**config.mk**
```make
export PLATFORM = sky130hd
export DESIGN_NAME = btn_debounce_pulse
export DESIGN_NICKNAME = d
export VERILOG_FILES = /design/src/rtl/btn_debounce_pulse.sv
export SDC_FILE = /design/constraint.sdc
export NUM_CORES = 1
export LEC_CHECK = 0
export ABC_AREA = 1
export BUFFER_PORTS_ARGS = -buffer_cell sky130_fd_sc_hd__buf_2
export CAP_MARGIN = 20
export CORE_UTILIZATION = 50
export CTS_CLUSTER_DIAMETER = 60
export DETAILED_ROUTE_END_ITERATION = 7
export PLACE_DENSITY = 0.66
export SLEW_MARGIN = 40
export SYNTH_ARGS = -nofsm -noshare
export SYNTH_HDL_FRONTEND = slang
export SYNTH_SLANG_ARGS = --single-unit
```
**constraint.sdc**
```tcl
create_clock -name clk -period 2.1 [get_ports clk]
set_clock_uncertainty 0.1 [all_clocks]
set_input_delay 0.42 -clock clk [delete_from_list [all_inputs] [get_ports clk]]
set_output_delay 0.42 -clock clk [all_outputs]
set_load 0.01 [all_outputs]
```
**src/rtl/btn_debounce_pulse.sv**
```systemverilog
// Push-button conditioner: synchronizer, debounce FSM, registered level and rise/fall pulses.
// Define AUTO_REPEAT_EN to re-pulse btn_rise every REPEAT_CYCLES while the button stays held.
module btn_debounce_pulse #(
    parameter int SYNC_STAGES   = 2,
    parameter int STABLE_CYCLES = 1000000,
    parameter int REPEAT_CYCLES = 25000000
) (
    input  logic clk,
    input  logic reset,
    input  logic btn_in,
    output logic btn_level,
    output logic btn_rise,
    output logic btn_fall
);

    // state      | meaning
    // IDLE_LOW   | released level accepted, waiting for a press
    // WAIT_HIGH  | press seen, counting stable high samples
    // HELD_HIGH  | pressed level accepted (auto-repeat timer runs here if enabled)
    // WAIT_LOW   | release seen, counting stable low samples
    typedef enum logic [1:0] {
        IDLE_LOW  = 2'd0,
        WAIT_HIGH = 2'd1,
        HELD_HIGH = 2'd2,
        WAIT_LOW  = 2'd3
    } state_t;

    localparam int CNT_MAX = (STABLE_CYCLES > REPEAT_CYCLES) ? STABLE_CYCLES : REPEAT_CYCLES;
    localparam int CNT_W   = $clog2(CNT_MAX + 1);
    localparam logic [CNT_W-1:0] STABLE_LAST = CNT_W'(STABLE_CYCLES - 1);
`ifdef AUTO_REPEAT_EN
    localparam logic [CNT_W-1:0] REPEAT_LAST = CNT_W'(REPEAT_CYCLES - 1);
`endif

    logic [SYNC_STAGES-1:0] r_sync;
    state_t                 r_state;
    logic [CNT_W-1:0]       r_cnt;
    logic                   r_level;
    logic                   r_rise;
    logic                   r_fall;

    logic                   w_btn_s;
    state_t                 w_state_nxt;
    logic [CNT_W-1:0]       w_cnt_nxt;
    logic                   w_level_nxt;
    logic                   w_rise_nxt;
    logic                   w_fall_nxt;

    assign w_btn_s = r_sync[SYNC_STAGES-1];

    always_ff @(posedge clk or posedge reset) begin
        if (reset) begin
            r_sync <= '0;
        end else begin
            r_sync <= {r_sync[SYNC_STAGES-2:0], btn_in};
        end
    end

    always_comb begin
        w_state_nxt = r_state;
        w_cnt_nxt   = r_cnt;
        w_level_nxt = r_level;
        w_rise_nxt  = 1'b0;
        w_fall_nxt  = 1'b0;
        case (r_state)
            IDLE_LOW: begin
                w_cnt_nxt = '0;
                if (w_btn_s) begin
                    // With a single-sample window the first sample is already the accepted one.
                    if (STABLE_CYCLES == 1) begin
                        w_state_nxt = HELD_HIGH;
                        w_level_nxt = 1'b1;
                        w_rise_nxt  = 1'b1;
                    end else begin
                        w_state_nxt = WAIT_HIGH;
                        w_cnt_nxt   = CNT_W'(1);
                    end
                end
            end
            WAIT_HIGH: begin
                if (!w_btn_s) begin
                    w_state_nxt = IDLE_LOW;
                    w_cnt_nxt   = '0;
                end else if (r_cnt == STABLE_LAST) begin
                    w_state_nxt = HELD_HIGH;
                    w_level_nxt = 1'b1;
                    w_rise_nxt  = 1'b1;
                    w_cnt_nxt   = '0;
                end else begin
                    w_cnt_nxt = r_cnt + CNT_W'(1);
                end
            end
            HELD_HIGH: begin
                if (!w_btn_s) begin
                    if (STABLE_CYCLES == 1) begin
                        w_state_nxt = IDLE_LOW;
                        w_level_nxt = 1'b0;
                        w_fall_nxt  = 1'b1;
                        w_cnt_nxt   = '0;
                    end else begin
                        w_state_nxt = WAIT_LOW;
                        w_cnt_nxt   = CNT_W'(1);
                    end
                end else begin
`ifdef AUTO_REPEAT_EN
                    if (r_cnt == REPEAT_LAST) begin
                        w_rise_nxt = 1'b1;
                        w_cnt_nxt  = '0;
                    end else begin
                        w_cnt_nxt = r_cnt + CNT_W'(1);
                    end
`else
                    w_cnt_nxt = '0;
`endif
                end
            end
            WAIT_LOW: begin
                if (w_btn_s) begin
                    w_state_nxt = HELD_HIGH;
                    w_cnt_nxt   = '0;
                end else if (r_cnt == STABLE_LAST) begin
                    w_state_nxt = IDLE_LOW;
                    w_level_nxt = 1'b0;
                    w_fall_nxt  = 1'b1;
                    w_cnt_nxt   = '0;
                end else begin
                    w_cnt_nxt = r_cnt + CNT_W'(1);
                end
            end
            default: begin
                w_state_nxt = IDLE_LOW;
                w_cnt_nxt   = '0;
                w_level_nxt = 1'b0;
            end
        endcase
    end

    always_ff @(posedge clk or posedge reset) begin
        if (reset) begin
            r_state <= IDLE_LOW;
            r_cnt   <= '0;
            r_level <= 1'b0;
            r_rise  <= 1'b0;
            r_fall  <= 1'b0;
        end else begin
            r_state <= w_state_nxt;
            r_cnt   <= w_cnt_nxt;
            r_level <= w_level_nxt;
            r_rise  <= w_rise_nxt;
            r_fall  <= w_fall_nxt;
        end
    end

    assign btn_level = r_level;
    assign btn_rise  = r_rise;
    assign btn_fall  = r_fall;

endmodule

```
Word level (Yosys, flattened, before mapping)
Cells that the tools add are included.

Equal/unequal tests: 12. Multiplexer cells: 23. Add/subtract/negate cells: 1. Reduce and logical (&&, ||, !) cells: 4.

Operators by type and width (number): one-hot mux 25 bit (4 select lines) (1); 2-to-1 mux 25 bit (3); adder 25 x 1 -> 25 bit (second input constant) (1); == test 25 x 20 -> 1 bit (second input constant) (1); 2-to-1 mux 2 bit (6); inequality test 2 bit (second input constant) (6); 2-to-1 mux 1 bit (11); one-hot mux 2 bit (4 select lines) (1); inequality test 3 bit (second input constant) (2); AND reduction 5 bit (1); == test 2 bit (second input constant) (2); AND reduction 4 bit (1); == test 2 x 1 -> 1 bit (second input constant) (1); logical NOT 2 bit (1); one-hot mux 1 bit (2 select lines) (1); nonzero test 2 bit (1).

Bits in registers: 32. Output and inout bits: 3.

Longest topological paths before layout
Word-level depth: 4. Depth in mapped cells: 9.

Worst setup path after synthesis
Ideal clock, no wire load.

Path kind: register -> register. Start point: reg r_cnt[0]. End point: reg r_cnt[18]. Required time: 1883 ps. Buffers on the path: 1. Clock period less this slack: 1508 ps. Slack: 592 ps. Stages on the path, launching flop included: 10. Setup time: 117 ps. Data arrival time: 1291 ps. Cell sequence: dfrtp_1 > ha_1 > nand2_1 > nor2_2 > nand2_2 > nor2_4 > nand2_2 > buf_6 > nand3_1 > nor2_1.

Word-level cells in the longest chain between the ends: 4. Elaborated cells on any way between the ends: 6.

RTL lines: start: declaration (line 37) `logic [CNT_W-1:0] r_cnt;`; start signal: assignment (line 147) `r_cnt <= w_cnt_nxt;`; adder 25 x 1 -> 25 bit or == test 25 x 20 -> 1 bit (tied branches); 2-to-1 mux 25 bit * (line 84, 121); 2-to-1 mux 25 bit (on tied branches) (line 118, 81); one-hot mux 25 bit (4 select lines) * (line 65) `case (r_state)`; via w_cnt_nxt[18] (line 44) `logic [CNT_W-1:0] w_cnt_nxt;`.

Mark *: on every way through the listed nets, which the timed path passes. The rest lies on a longest branch. A chain may end at the register's enable or synchronous reset.

Worst setup path in the final report
Start point: reg r_cnt[0]. End point: reg r_cnt[23].

The elaborated chain is that of the path after synthesis.

==> flow_metrics.tcl <==
set metrics [dict create \
    status "completed" \
    dp_slack_ns 0.285 \
    ctsResizeCount 0 \
    synthCells 276 \
    wl_per_cell_um 12.4 \
    crit_type "reg2reg" \
    post-cts-setup-buffers 0 \
    finalWorstSetupSlack_ns 0.293 \
    final_cell_mix "70 x nand2_1, 68 x nor2_1, 35 x inv_1" \
    grt_max_degree 33 \
    mostFrequentLayoutCell "nand2_1" \
    cp_max_fo 15 \
    synth-seq-cells 32 \
    syn_area_per_cell_um2 6.87 \
    grt_pass1_vias 1607 \
    finalNonFillerCells 335 \
    dr.pass1.iters 4 \
    vdd_drop_max_mv 0.434 \
    max_freq_mhz 554 \
    gp_congestion 0.843 \
    hold_viol_final 0 \
    powerDensity_mw_per_mm2 609 \
    p_leak_uw 0.000887 \
    max_slew.worst_pin.slew_ns 0.415 \
    totalPowerFinal_uw 1260 \
    cts.sinks 32 \
    area_growth_pct 8.97 \
    fin_nets 290 \
    crit_path_start_kind "flip-flop" \
    finalSetupViolCount 0 \
    hold_path_class "in2async" \
    antenna_left 0 \
    antenna_cells 0 \
    rsz0062_at_grt "false" \
    clk_pin_slew_ns 0.07 \
    cts_hold_buf 0 \
    synth_area_mm2 0.00190 \
    routed_via_density 4.97 \
    register_area_um2 801 \
    die_h_um 63.6 \
    place_hpwl_um 3030 \
    ys_warn_count 0 \
    critPathArrivalTime_ns 1.88 \
    initial_utilization 0.518 \
    die_area_mm2 0.00404 \
    cts_root_buf "clkbuf_8" \
    htree_levels 2 \
    layout-drive-gt1-share 0.108 \
    rows 22 \
    cts_tree "yes" \
    grt_pass1_wl_um 7220 \
    slew_headroom 0.723 \
    portBuffers 5 \
    finalSetupTns_ns 0 \
    synthesis.nets 280 \
    overflow 0 \
    fin_hold_ws_ns 0.106 \
    fin_crit_sh 0.860 \
    yosysSeqAreaShare 0.422 \
    clk_path_buf_depth 2 \
    multi_input_area_um2 935 \
    report.final.slew_viol_count 0 \
    final.min_clock_period_ns 1.81 \
    dp_cells 327 \
    vias 1664 \
    drtIter0Drc 83 \
    antenna_found_initial 0 \
    finalWirelength_um 4160 \
    grt_usage 0.240 \
    critPathRequiredTime_ns 2.17 \
    core_mm2 0.00366 \
    cts_made_buffers 5 \
    crit_path_end_kind "flip-flop" \
    die_x_um 63.6 \
    drcViolationCount 0 \
    ios 6 \
    fillers 360 \
    synth_cell_types 20 \
    cap_violations 0 \
    clk_latency_ns 0.29 \
]
==> sequential cells by signal, summed over array words and instances, names as in the netlist, named ones only <==
signal     cells
btn_fall       1
btn_level      1
btn_rise       1
r_cnt         25
r_state        1
r_sync         2
==> synthesized netlist by cell type <==
cell,instances,area share
nor2_1,68,0.13
nor2_2,8,0.026
buf_4,1,0.0040
a21oi_1,1,0.0026
inv_1,35,0.069
o21bai_1,1,0.0040
nand4_1,4,0.013
or2_2,1,0.0033
dfrtp_1,32,0.42
xor2_1,3,0.014
and2_1,4,0.013
nand2_1,70,0.14
o21ai_0,5,0.013
nand3_1,28,0.074
nor3_1,1,0.0026
nor2_4,3,0.018
buf_6,2,0.012
nand2_2,6,0.020
ha_1,1,0.0066
xnor2_1,2,0.0092
==> area by class of cell <==
class	instances	share of cell area
clock buffer	6	0.0351
sequential	32	0.387
clock inverter	2	0.0169
tap	48	0.0291
timing repair buffer	6	0.0157
inverter	35	0.0636
multi-input combinational	206	0.452
==> critical path: stages, from the launching register on <==
cell and delay [ns]:
dfrtp_1 0.38, ha_1 0.21, nand2_1 0.08, nor2_2 0.15
nand2_2 0.09, nor2_4 0.11, nand2_2 0.22, nand2_2 0.27
nor2_1 0.08
==> logic make-up after synthesis <==
kind of cell / synth area share
AO/OA/AOI/OAI: 0.0198
adder cells (fa/ha/maj): 0.00660
AND/OR/NAND/NOR: 0.443
flip-flops: 0.422
XOR/XNOR: 0.0231
buffers and inverters: 0.0851
==> where the power goes <==
group	switching [uW]	internal, uW
clock	238	352
sequential	4.92	622
combinational	31.7	11.0
total	275	985
==> metrics by stage <==
stage / instance area (um^2) / util
CTS: 2070 / 0.565
floorplan: 1900 / -
finish: 2070 / 0.565
global placement: 1960 / 0.535
global route: 2070 / 0.565
detailed placement: 1960 / 0.535
==> worst paths after layout <==
path | start | to | slack, ns | cells past startpoint
min in group clk | btn_in | r_sync[0]$_DFF_PP0_ | 0.14 | 1
setup reg to reg | r_cnt[0]$_DFF_PP0_ | r_cnt[23]$_DFF_PP0_ | 0.29 | 8
hold / removal | reset | r_sync[0]$_DFF_PP0_ | 0.11 | 3
setup / recovery | r_cnt[0]$_DFF_PP0_ | r_cnt[23]$_DFF_PP0_ | 0.29 | 8
hold reg to reg | r_sync[0]$_DFF_PP0_ | r_sync[1]$_DFF_PP0_ | 0.26 | 0
max in group asynchronous | reset | r_cnt[12]$_DFF_PP0_ | 1.50 | 3
==> routing by layer <==
metal  up-vias  track usage  share of wire
met2        34        0.370           0.46
met1       755        0.320           0.48
met4         0        0.111          0.016
li1        868            -              -
met3         7       0.0507          0.042
met5         -            0              0
Note: power is estimated with default switching activity, not from simulation.
